**config.mk**
```make
export PLATFORM = sky130hd
export DESIGN_NAME = nibble_serial_subtractor
export DESIGN_NICKNAME = d
export VERILOG_FILES = /design/src/rtl/nibble_serial_subtractor.sv
export SDC_FILE = /design/constraint.sdc
export NUM_CORES = 1
export LEC_CHECK = 0
export BUFFER_PORTS_ARGS = -buffer_cell sky130_fd_sc_hd__buf_2
export CAP_MARGIN = 30
export CORE_ASPECT_RATIO = 0.5
export CORE_UTILIZATION = 51
export CTS_CLUSTER_SIZE = 20
export DETAILED_ROUTE_END_ITERATION = 7
export PLACE_DENSITY = 0.85
export SLEW_MARGIN = 20
export SYNTH_ARGS = -nofsm -noshare
export SYNTH_HDL_FRONTEND = slang
export SYNTH_SLANG_ARGS = --single-unit
```
**constraint.sdc**
```tcl
create_clock -name Clk -period 3.4 [get_ports Clk]
set_input_delay 0 -clock Clk [delete_from_list [all_inputs] [get_ports Clk]]
set_output_delay 0 -clock Clk [all_outputs]
set_load 0.05 [all_outputs]
```
**src/rtl/nibble_serial_subtractor.sv**
```systemverilog
// Nibble-serial subtractor: Diff = A - B - Bin, one 4-bit lookahead nibble per cycle.
// Optional macro SUB_OVERFLOW_EN adds the registered signed-overflow output Ovf.
module nibble_serial_subtractor #(
    parameter int WIDTH = 16
) (
    input  logic             Clk,
    input  logic             Reset,
    input  logic             Start,
    input  logic [WIDTH-1:0] A,
    input  logic [WIDTH-1:0] B,
    input  logic             Bin,
    output logic [WIDTH-1:0] Diff,
    output logic             Bout,
    output logic             Zero,
    output logic             Busy,
    output logic             Done
`ifdef SUB_OVERFLOW_EN
    ,
    output logic             Ovf
`endif
);

    localparam int NIB = WIDTH / 4;
    localparam int CW  = (NIB > 1) ? $clog2(NIB) : 1;
    localparam logic [CW-1:0] LAST = CW'(NIB - 1);

    typedef enum logic [1:0] {IDLE, RUN, DONE} state_e;

    state_e           state_q, state_d;
    logic [WIDTH-1:0] a_q, b_q, acc_q, acc_d;
    logic [WIDTH-1:0] diff_q;
    logic [CW-1:0]    cnt_q;
    logic             borrow_q, bout_q, zero_q;
    logic             load_op, last_nib;
    logic [3:0]       a_nib, b_nib, g, p, nib_diff;
    logic [4:0]       c;

    assign a_nib    = a_q[{cnt_q, 2'b00} +: 4];
    assign b_nib    = b_q[{cnt_q, 2'b00} +: 4];
    assign last_nib = (cnt_q == LAST);
    assign load_op  = Start && (state_q != RUN);

    // Borrow lookahead: every nibble borrow is a flat sum of products of g, p and borrow_q.
    assign g = ~a_nib & b_nib;
    assign p = ~(a_nib ^ b_nib);
    assign c[0] = borrow_q;
    assign c[1] = g[0] | (p[0] & borrow_q);
    assign c[2] = g[1] | (p[1] & g[0]) | (p[1] & p[0] & borrow_q);
    assign c[3] = g[2] | (p[2] & g[1]) | (p[2] & p[1] & g[0])
                | (p[2] & p[1] & p[0] & borrow_q);
    assign c[4] = g[3] | (p[3] & g[2]) | (p[3] & p[2] & g[1])
                | (p[3] & p[2] & p[1] & g[0]) | (p[3] & p[2] & p[1] & p[0] & borrow_q);
    assign nib_diff = a_nib ^ b_nib ^ c[3:0];

    always_comb begin
        // NOTE: default assignment first so no path through the block leaves acc_d unassigned (no latch).
        acc_d = acc_q;
        acc_d[{cnt_q, 2'b00} +: 4] = nib_diff;
    end

    always_ff @(posedge Clk or posedge Reset) begin
        if (Reset) state_q <= IDLE;
        else       state_q <= state_d;
    end

    always_comb begin
        state_d = state_q;
        case (state_q)
            IDLE:    if (Start) state_d = RUN;
            RUN:     if (last_nib) state_d = DONE;
            DONE:    state_d = Start ? RUN : IDLE;
            default: state_d = IDLE;
        endcase
    end

    always_comb begin
        Busy = (state_q == RUN);
        Done = (state_q == DONE);
    end

    // NOTE: sequential state uses non-blocking assignments so every register samples pre-edge values.
    always_ff @(posedge Clk or posedge Reset) begin
        if (Reset) begin
            a_q      <= '0;
            b_q      <= '0;
            acc_q    <= '0;
            cnt_q    <= '0;
            borrow_q <= 1'b0;
            diff_q   <= '0;
            bout_q   <= 1'b0;
            zero_q   <= 1'b0;
        end else if (load_op) begin
            a_q      <= A;
            b_q      <= B;
            borrow_q <= Bin;
            cnt_q    <= '0;
        end else if (state_q == RUN) begin
            acc_q    <= acc_d;
            borrow_q <= c[4];
            cnt_q    <= cnt_q + CW'(1);
            if (last_nib) begin
                diff_q <= acc_d;
                bout_q <= c[4];
                zero_q <= (acc_d == '0);
            end
        end
    end

`ifdef SUB_OVERFLOW_EN
    logic ovf_q;
    always_ff @(posedge Clk or posedge Reset) begin
        if (Reset)
            ovf_q <= 1'b0;
        else if (!load_op && state_q == RUN && last_nib)
            ovf_q <= (a_q[WIDTH-1] != b_q[WIDTH-1]) && (acc_d[WIDTH-1] != a_q[WIDTH-1]);
    end
    assign Ovf = ovf_q;
`endif

    assign Diff = diff_q;
    assign Bout = bout_q;
    assign Zero = zero_q;

endmodule

```
# Word-level counts from Yosys, hierarchy flattened
# Index checks and enable logic that the tools add are counted.
[classes]
n_addsub = 2
eq_ne = 6
n_reduce_logical = 7
bitwise = 32
n_div = 0
magnitude_cmp = 0
n_mux = 9
shifts = 4
multipliers = 0
[ops]
columns = ["operator", "count"]
rows = [
  ["$shiftx 16x5->4", 2],
  ["$and 1x1->1", 16],
  ["$bwmux 16", 1],
  ["$logic_not 16->1", 1],
  ["$shift 4x6->16 const A", 1],
  ["$shiftx 4x6->16", 1],
  ["$or 1x1->1", 10],
  ["$mux 2", 4],
  ["$not 4->4", 2],
  ["$xor 4x4->4", 2],
  ["$neg 4->6", 1],
  ["$pmux 2 s3", 1],
  ["$and 4x4->4", 1],
  ["$eq 2x2->1 const B", 2],
  ["$ne 2x1->1 const B", 2],
  ["$reduce_and 2->1", 2],
  ["$mux 1", 3],
  ["$reduce_and 3->1", 1],
  ["$add 2x1->2 const B", 1],
  ["$eq 2x1->1 const B", 1],
  ["$logic_not 2->1", 1],
  ["$ne 2x2->1 const B", 1],
  ["$reduce_bool 2->1", 1],
  ["$logic_and 1x1->1", 1],
  ["$not 1->1", 1],
]
[totals]
word_cells = 69
latchBits = 0
output_inout_bits = 20
ff_bits = 71
romBits = 0
mem_bits_rw = 0
memories = 0

# Depth between registers and ports, before layout
# Gate-level depths: netlist (run 1).
[depth]
depth_word = 11
depth_mapped = 9
depth_no_buf = 8

# Worst setup path after synthesis (run 1)
# No wires, ideal clock.
[synth_path]
path_type = "register to register"
startpoint = "register cnt_q[0]"
endpoint = "register zero_q (netlist: Zero)"
arrival_ns = 2.640
setup_ns = 0.122
n_path_buf = 1
setup_slack_ns = 0.638
stages_incl_launch_ff = 10
path_cell_list = "dfrtp_1 buf_2 mux4_2 inv_1 ha_1 a211o_1 a21oi_4 xor2_4 o22ai_1 a32o_1"
[synth_between]
elab_chain_cells = 11
word_cells_on_any_way = 29
cone_classes = "add/sub: 1; eq/ne: 1; shift: 4; mux: 1; bitwise: 20; reduce/logical: 2"
[synth_lines]
columns = ["element", "line_no", "text"]
rows = [
  ["start: declaration", "32", "logic [CW-1:0] cnt_q;"],
  ["start signal: assignment", "100", "cnt_q <= cnt_q + CW'(1);"],
  ["$shiftx 16x5->4 (on tied branches)", "38, 39", ""],
  ["$xor 4x4->4 / $not 4->4 (equally long branches)", "45, 53, 44", ""],
  ["$not 4->4 / $and 4x4->4 (equally long branches)", "45, 44", ""],
  ["$and 1x1->1 (on tied branches)", "49, 50", ""],
  ["$or 1x1->1 (tied with other cells)", "49", "assign c[3] = g[2] | (p[2] & g[1]) | (p[2] & p[1] & g[0])"],
  ["$or 1x1->1 / $and 1x1->1 (equally long branches)", "49, 50", ""],
  ["$or 1x1->1", "50", "| (p[2] & p[1] & p[0] & borrow_q);"],
  ["$xor 4x4->4", "53", "assign nib_diff = a_nib ^ b_nib ^ c[3:0];"],
  ["$shiftx 4x6->16", "58", "acc_d[{cnt_q, 2'b00} +: 4] = nib_diff;"],
  ["$bwmux 16", "58", ""],
  ["$logic_not 16->1", "104", "zero_q <= (acc_d == '0);"],
  ["end signal: assignment", "104", ""],
  ["end: declaration", "33", "logic borrow_q, bout_q, zero_q;"],
]
# Several ways; a longest one is shown, not always the timed one.
# A chain may end at the register's enable or synchronous reset.

# Worst setup path after layout (run 1)
# Same ends and word-level chain as after synthesis.

==> results of run 1 <==
power by group:
group          leakage [nW]  switching, mW  internal (mW)
sequential            0.902          0.255           1.19
combinational          1.01           1.70           1.10
clock                 0.127          0.331          0.498
total                  2.04           2.29           2.79
area by class of cell:
| cell class | count | area share, % |
|---|---|---|
| timing repair buffer | 94 | 15.0 |
| inverter | 12 | 1.03 |
| multi-input combinational | 203 | 35.2 |
| clock buffer | 11 | 5.53 |
| sequential | 71 | 40.5 |
| tap | 88 | 2.51 |
| clock inverter | 2 | 0.228 |
layer usage:
metal | vias to the layer above | global-route usage [%] | wire length (um)
li1 | 1236 | - | -
met1 | 1278 | 30.9 | 3700
met2 | 106 | 45.5 | 4000
met3 | 16 | 7.25 | 450
met4 | 0 | 10.3 | 146
met5 | - | 0 | 0
cells by family (layout without fill, tap and decap cells):
kind of cell / after synthesis / after routing / synth area share (%)
mux: 41 / 41 / 16.1
compound gates: 68 / 68 / 11.9
fa+ha+maj: 11 / 11 / 4.24
flops: 71 / 71 / 51.9
xor+xnor: 5 / 5 / 1.83
simple gates: 78 / 78 / 11.1
buf+inv: 25 / 119 / 2.92
per-stage QoR:
| step | total power, mW | utilization [%] |
|---|---|---|
| detailed placement | 4.13 | 60.2 |
| finish | 5.08 | 69.8 |
| CTS | 5.01 | 69.8 |
| global placement | 4.01 | 60.2 |
| global route | 5.38 | 69.8 |
| floorplan | 3.49 | - |
synth_stat cells, types with 2 or more instances:
cell      count
nand2_1      38
o21ai_0      32
dfrtp_1      71
a21oi_1      13
nand3_1       3
buf_2         5
inv_1        12
o22ai_1       2
and3_1        2
a31oi_1       5
a22oi_1       3
xor2_1        2
mux4_2        8
nor2_1        7
a22o_1        4
mux2_2       32
ha_1         10
nor2b_1      17
nor4_1        2
xnor2_1       2
a211oi_1      2
clkbuf_1      8
placed cells by master (no fill, tap or decap), drive strengths merged, types with 2 or more instances in the layout:
master       count
o22ai            2
a22oi            3
ha              10
inv             12
dfrtp           71
dlygate4sd3     35
clkinv           2
o21ai           32
nor2b           17
nor4             2
mux4             8
a21oi           14
a31oi            5
nor2             7
nand2           38
and3             2
xnor2            2
a211oi           2
buf             59
nand3            3
a22o             4
mux2            32
clkbuf          11
xor2             3
tightest hold or removal path: cells and delay by family:
kind                   cells  cell delay, ns
buffers and inverters      3            1.20
registers in the layout (all words and copies together) (netlist names):
register	flops
Bout	1
Diff	16
Zero	1
a_q	16
acc_q	16
b_q	16
borrow_q	1
cnt_q	2
state_q	2
final timing paths:
kind	end	slack, ns
hold / removal	a_q[1]	0.37
max in group asynchronous	acc_q[9]	2.09
min in group Clk	b_q[2]	0.43
setup / recovery	Zero	0.45
hold reg to reg	Diff[13]	0.47
setup reg to reg	Zero	0.45
==> results.toml, run 1 <==
[status]
status = "finished clean"

[setup_path]
path_max_fanout = 9
cp_cell_sequence = "mux4_2 > inv_1 > ha_1 > a211o_1 > a21oi_4 > xor2_4 > o22ai_1 > a32o_1"
critical-path-slowest-cell = "dfrtp_1"
critPathLaunchType = "flip-flop"
r2r_start = "cnt_q[0]"
crit_path_start = "cnt_q[0]"
worst-setup-path-type = "reg -> reg"
path_buf_inv = 1
reg2reg_depth = 8
endpoint_kind = "flip-flop"
cp.depth = 8
cpPeakStageDelay_ns = 0.67
critical_path.top_delay_family = "compound AO/OA/AOI/OAI gates"
cp_data_required_time_ns = 3.62
arrival_ns = 3.17

[timing]
clock-skew-final_ns = 0.00828
worst_slew_pin_slew_ns = 0.766
post-route-min-period_ns = 2.95
fin_setup_tns_ns = 0
final.period_utilization_pct = 86.9
setup_slack_ns = 0.446
whs_ns = 0.373
setup_violations = 0
slew_headroom_pct = 48.5
drv_slew = 0
finalHoldViolCount = 0
rsz0062_at_grt = "no"
clock.fmax_mhz = 338

[route]
drt_iter0_markers = 191
drcViolationCount = 0
via_per_inst = 5.48
drt_pre_antenna_iters = 4
wl_um = 8300
drtAntennaViolNets = 0
via_count = 2636
wl_per_cell_um = 17.3

[cts]
clockBufferDepth = 2
cts_tree = "yes"
cts-root-buf = "clkbuf_16"
postCtsSetupBuffers = 0
htreeDepth = 3
postCtsHoldBufs = 35
clock_latency_ns = 0.33
clock-sinks = 71
cts_resized = 0
clk_pin_slew_worst_paths_ns = 0.06
cts-buffers-inserted = 9

[synth]
synth.top_cell.area_share_pct = 51.9
syn_avg_cell_area_sq_um = 11.4
yosys-top-cells-area = "dfrtp_1, mux2_2, mux4_2, o21ai_0, nand2_1"
synthArstFlopShare_pct = 100
synth_area_sq_mm = 0.00342
ys_warn_count = 0
synth_cell_types = 41
synth_seq_area_share_pct = 51.9
synthCells = 299
synth_ff_type = "dfrtp_1"
synth_edf_count = 0
yosys.area.top_type = "dfrtp_1"
synth_fp_nets = 346
synth-seq-cells = 71

[grt]
grt_pass1_wl_um = 13500
grt_start_max_net_pins = 38
grt.overflow.total = 0
grt_util_all_layers_pct = 25.8
grt_pass1_vias = 2749
antenna_found_initial = 0

[floorplanning]
die-area_sq_mm = 0.00706
row_count = 20
initial_core_util_pct = 54.5
io_pins = 56
die_h_um = 59.9
core_sq_mm = 0.00628
die_w_um = 118

[placement]
dp.cells = 433
routabilityCongestion = 0.876
place_ws_ns = 0.503
dp_hpwl_um = 5190
place_area_sq_mm = 0.00378
port_buffers = 55

[hold_path]
hp-class = "in -> async"

[power]
ir_worst_vdd_v = 0.000622
p_leak_nw = 2.04
power.density_mw_per_mm2 = 1160

[cells_and_area]
regArea_sq_mm = 0.00178
multi_input_area_sq_mm = 0.00155
finalNetCount = 438
fill_cells = 458
finalInstanceArea_sq_mm = 0.00439
drive_gt1_share_pct = 29.3
antenna_cells = 0
syn_to_final_growth_pct = 28.2
layout.cells.non_filler = 481

[flow_run]
maxCapViolCount = 0
Note: power is estimated with default switching activity, not from simulation.
==> run 2, diff against run 1 <==
Settings changed: PLACE_DENSITY 0.85 to 0.88, SLEW_MARGIN 20 to 10.
Clock period 3.4 ns to 2.64 ns, I/O delays scaled along.
==> results.toml, run 2 (synthesis results as in run 1) <==
[cts]
clk_pin_slew_worst_paths_ns = 0.06
cts_tree = "yes"
cts-root-buf = "clkbuf_16"
clockBufferDepth = 2
clock_latency_ns = 0.34
clock-sinks = 71
htreeDepth = 3
cts-buffers-inserted = 9

[timing]
clock.fmax_mhz = 384
finalHoldViolCount = 0
worst_slew_pin_slew_ns = 0.699
whs_ns = 0.321
slew_headroom_pct = 53.3
setup_violations = 0
post-route-min-period_ns = 2.60
final.period_utilization_pct = 98.7
clock-skew-final_ns = 0.00475
drv_slew = 0

[grt]
grt_util_all_layers_pct = 29.4
met1_usage_pct = 35.7
grt.busiest_layer = "met2"
antenna_found_initial = 0
grt_pass1_wl_um = 15400
grt.overflow.total = 0
grt_use_met2_pct = 47.1
grt_pass1_vias = 2999
use_met3_pct = 11.3
grt_start_max_net_pins = 40

[setup_path]
arrival_ns = 2.83
r2r_slack_ns = 0.04
worst-setup-path-type = "reg -> reg"
cp_data_required_time_ns = 2.87
critPathLaunchType = "flip-flop"
path_max_fanout = 6
endpoint_kind = "flip-flop"

[flow_run]
maxCapViolCount = 0

[route]
drtAntennaViolNets = 0
via_count = 2843
wl_per_cell_um = 19.3
via_per_inst = 5.71
drcViolationCount = 0
wl_um = 9600
drt_iter0_markers = 225
drt_pre_antenna_iters = 5

[floorplanning]
core_sq_mm = 0.00628
initial_core_util_pct = 54.5
die-area_sq_mm = 0.00706
die_h_um = 59.9
die_w_um = 118
io_pins = 56
row_count = 20

[cells_and_area]
multi_input_area_sq_mm = 0.00159
regArea_sq_mm = 0.00178
finalNetCount = 452
layout_common_cells = "dfrtp_1, buf_2, nand2_1"
syn_to_final_growth_pct = 35.1
finalInstanceArea_sq_mm = 0.00462
drive_gt1_share_pct = 34.1
fill_cells = 384
antenna_cells = 0
layout_commonest_cell = "dfrtp_1"

[placement]
dp_hpwl_um = 5530
routabilityCongestion = 0.921
port_buffers = 55
place_area_sq_mm = 0.00387

[hold_path]
hp-class = "in -> async"

[status]
status = "finished clean"
[run 2: cell count changes in the layout (fill, tap and decap cells not counted), moves of 2 or more]
cell and change:
buf_4 +10, clkinv_2 -2, o21ai_0 -2, clkinvlp_4 +2
ha_1 -3, o21ai_1 +2, buf_6 +2, ha_4 +2
[run 2: metal layers]
layer,part of all wire (%),routed length [um]
met1,42,3990
met2,48,4580
met3,7.3,704
met4,3.4,322
met5,0,0
[run 2: layout make-up]
cell class | count | share of cell area, %
Clock inverter | 4 | 1.16
Timing Repair Buffer | 108 | 17.0
Inverter | 12 | 1.03
Multi-Input combinational cell | 203 | 34.4
Clock buffer | 12 | 5.55
Tap cell | 88 | 2.38
Sequential cell | 71 | 38.4
[run 2: final timing paths]
kind,from,endpoint,cells past startpoint
max reg2reg,cnt_q[0],Zero,8
max,cnt_q[0],Zero,8
min,Reset,cnt_q[1],3
max in group asynchronous,Reset,cnt_q[0],4
min reg2reg,Diff[5],Diff[5],2
min in group Clk,A[11],a_q[11],3
[run 2: critical path: stages, from the launching register on]
cell,delay [ns]
dfrtp_2,0.45
mux4_2,0.58
inv_4,0.11
ha_4,0.21
a211o_4,0.35
a21oi_4,0.22
xor2_4,0.21
o22ai_1,0.10
a32o_1,0.27
[run 2: timing repair]
| item | CTS | global route |
|---|---|---|
| endpoints found under the hold margin | 67 | 0 |
| pin swaps | 0 | 4 |
| hold buffers | 35 | 0 |
| resized for setup | 0 | 15 |
| buffers inserted | 4 | 0 |
| endpoints found under the setup margin | 6 | 8 |
[run 2: through the flow]
step           std cells  setup TNS, ns  setup WS, ns  util (%)
2_1_floorplan        299              0        0.0219         -
3_3_place_gp         443              0        0.0712      61.6
3_5_place_dp         443        -0.0349       -0.0135      61.6
4_1_cts              498              0        0.0157      72.6
5_1_grt              498         -0.222       -0.0692      73.6
6_report             498              0        0.0350      73.6
Power of run 2 is left out: the tool's default activity adds up to more than one toggle a clock period on the data nets, which glitch-free logic cannot reach.
==> run 3, diff against run 2 <==
Settings changed: GPL_TIMING_DRIVEN set to 0.
==> results.toml, run 3 (synthesis results as in run 1) <==
[status]
status = "finished, violations left"
violations = "setup timing"

[timing]
clock.fmax_mhz = 369
slew_headroom_pct = 42.7
rsz0062_at_grt = "yes"
drv_slew = 0
post-route-min-period_ns = 2.71
worst_slew_pin_slew_ns = 0.860
finalHoldViolCount = 0
setup_slack_ns = -0.0727
final.period_utilization_pct = 103
setup_violations = 8
clock-skew-final_ns = 0.00458

[cts]
cts_tree = "yes"
htreeDepth = 3
cts-root-buf = "clkbuf_16"
clk_pin_slew_worst_paths_ns = 0.05
clock-sinks = 71
clock_latency_ns = 0.34
cts-buffers-inserted = 9
clockBufferDepth = 2

[cells_and_area]
finalInstanceArea_sq_mm = 0.00466
multi_input_area_sq_mm = 0.00164
layout_commonest_cell = "dfrtp_1"
regArea_sq_mm = 0.00178
syn_to_final_growth_pct = 36.2
fill_cells = 369
finalNetCount = 452
antenna_cells = 0
layout_common_cells = "dfrtp_1, buf_2, nand2_1"
drive_gt1_share_pct = 34.7

[placement]
routabilityCongestion = 0.853
port_buffers = 55
place_area_sq_mm = 0.00381
dp_hpwl_um = 5480

[grt]
antenna_found_initial = 0
grt_pass1_wl_um = 15300
grt_start_max_net_pins = 72
grt_util_all_layers_pct = 29.7
grt.overflow.total = 0
grt_pass1_vias = 2874

[setup_path]
cpMostUsedCell = "buf_12"
critPathLaunchType = "flip-flop"
cp_data_required_time_ns = 2.86
endpoint_kind = "flip-flop"
path_buf_inv = 3
critical_path.top_delay_family = "multiplexers"
path_max_fanout = 7
arrival_ns = 2.94
worst-setup-path-type = "reg -> reg"
r2r_slack_ns = -0.07
critical-path-slowest-cell = "mux4_2"
cpPeakStageDelay_ns = 0.54
cp_cell_sequence = "buf_12 > mux4_2 > inv_4 > buf_12 > fa_2 > nor2_4 > a31oi_2 > and4_1 > a32o_1"

[route]
via_per_inst = 6.04
drcViolationCount = 0
drt_pre_antenna_iters = 5
drt_iter0_markers = 250
via_count = 3004
drtAntennaViolNets = 0
wl_per_cell_um = 20.8
wl_um = 10300

[floorplanning]
die_w_um = 118
row_count = 20
initial_core_util_pct = 54.5
die_h_um = 59.9
io_pins = 56
core_sq_mm = 0.00628
die-area_sq_mm = 0.00706

[flow_run]
maxCapViolCount = 0

[hold_path]
hp-class = "in -> reg"
[run 3: changes by cell type in the layout (fill, tap and decap cells not counted), sizes merged]
| cell | delta |
|---|---|
| dlygate4sd3 | -1 |
| bufinv | +1 |
| clkbuf | +8 |
| clkinvlp | -2 |
| buf | -7 |
[run 3: stage by stage]
step | util [%] | setup TNS (ns) | std cells | setup WS (ns) | hold WS [ns]
finish | 74.2 | -0.187 | 497 | -0.0727 | 0.0153
floorplan | - | 0 | 299 | 0.0219 | 0.0982
global route | 74.2 | -0.866 | 497 | -0.140 | 0.0415
CTS | 72.8 | -0.0299 | 495 | -0.0299 | 0.00109
detailed placement | 60.7 | -4.28 | 442 | -0.330 | 0.235
global placement | 60.7 | -3.15 | 442 | -0.248 | 0.233
[run 3: cell type report]
class	count	area share, %
multi-input combinational	203	35.2
buffer	13	1.58
clock buffer	12	5.72
sequential	71	38.1
inverter	12	1.07
clock inverter	3	1.40
timing repair buffer	95	14.5
tap	88	2.36
[run 3: path summary, 6_finish.rpt]
kind	start	to	cells past startpoint
worst max-delay path	cnt_q[0]	Zero	9
worst min-delay path	Bin	borrow_q	3
worst max register to register	cnt_q[0]	Zero	9
worst min register to register	Diff[6]	Diff[6]	2
max in group asynchronous	Reset	cnt_q[0]	3
min in group asynchronous	Reset	a_q[13]	3
[run 3: worst min-delay path, cell delays in order]
cell and delay (ns):
buf_2 0.08, a211oi_1 0.06, a21oi_1 0.16
[run 3: routing by layer]
| layer | routed length, um | GRT usage, % | vias up |
|---|---|---|---|
| li1 | - | - | 1266 |
| met3 | 1000 | 8.97 | 59 |
| met4 | 515 | 13.0 | 0 |
| met2 | 4850 | 51.2 | 225 |
| met5 | 0 | 0 | - |
| met1 | 3970 | 35.7 | 1454 |
[run 3: repair_timing]
action,in CTS,in global routing
pin swaps,6,5
setup endpoints to repair,27,24
endpoints found under the hold margin,105,0
hold buffers,34,0
buffers inserted,4,2
gates resized for setup,11,20
Power of run 3 is left out for the same reason.
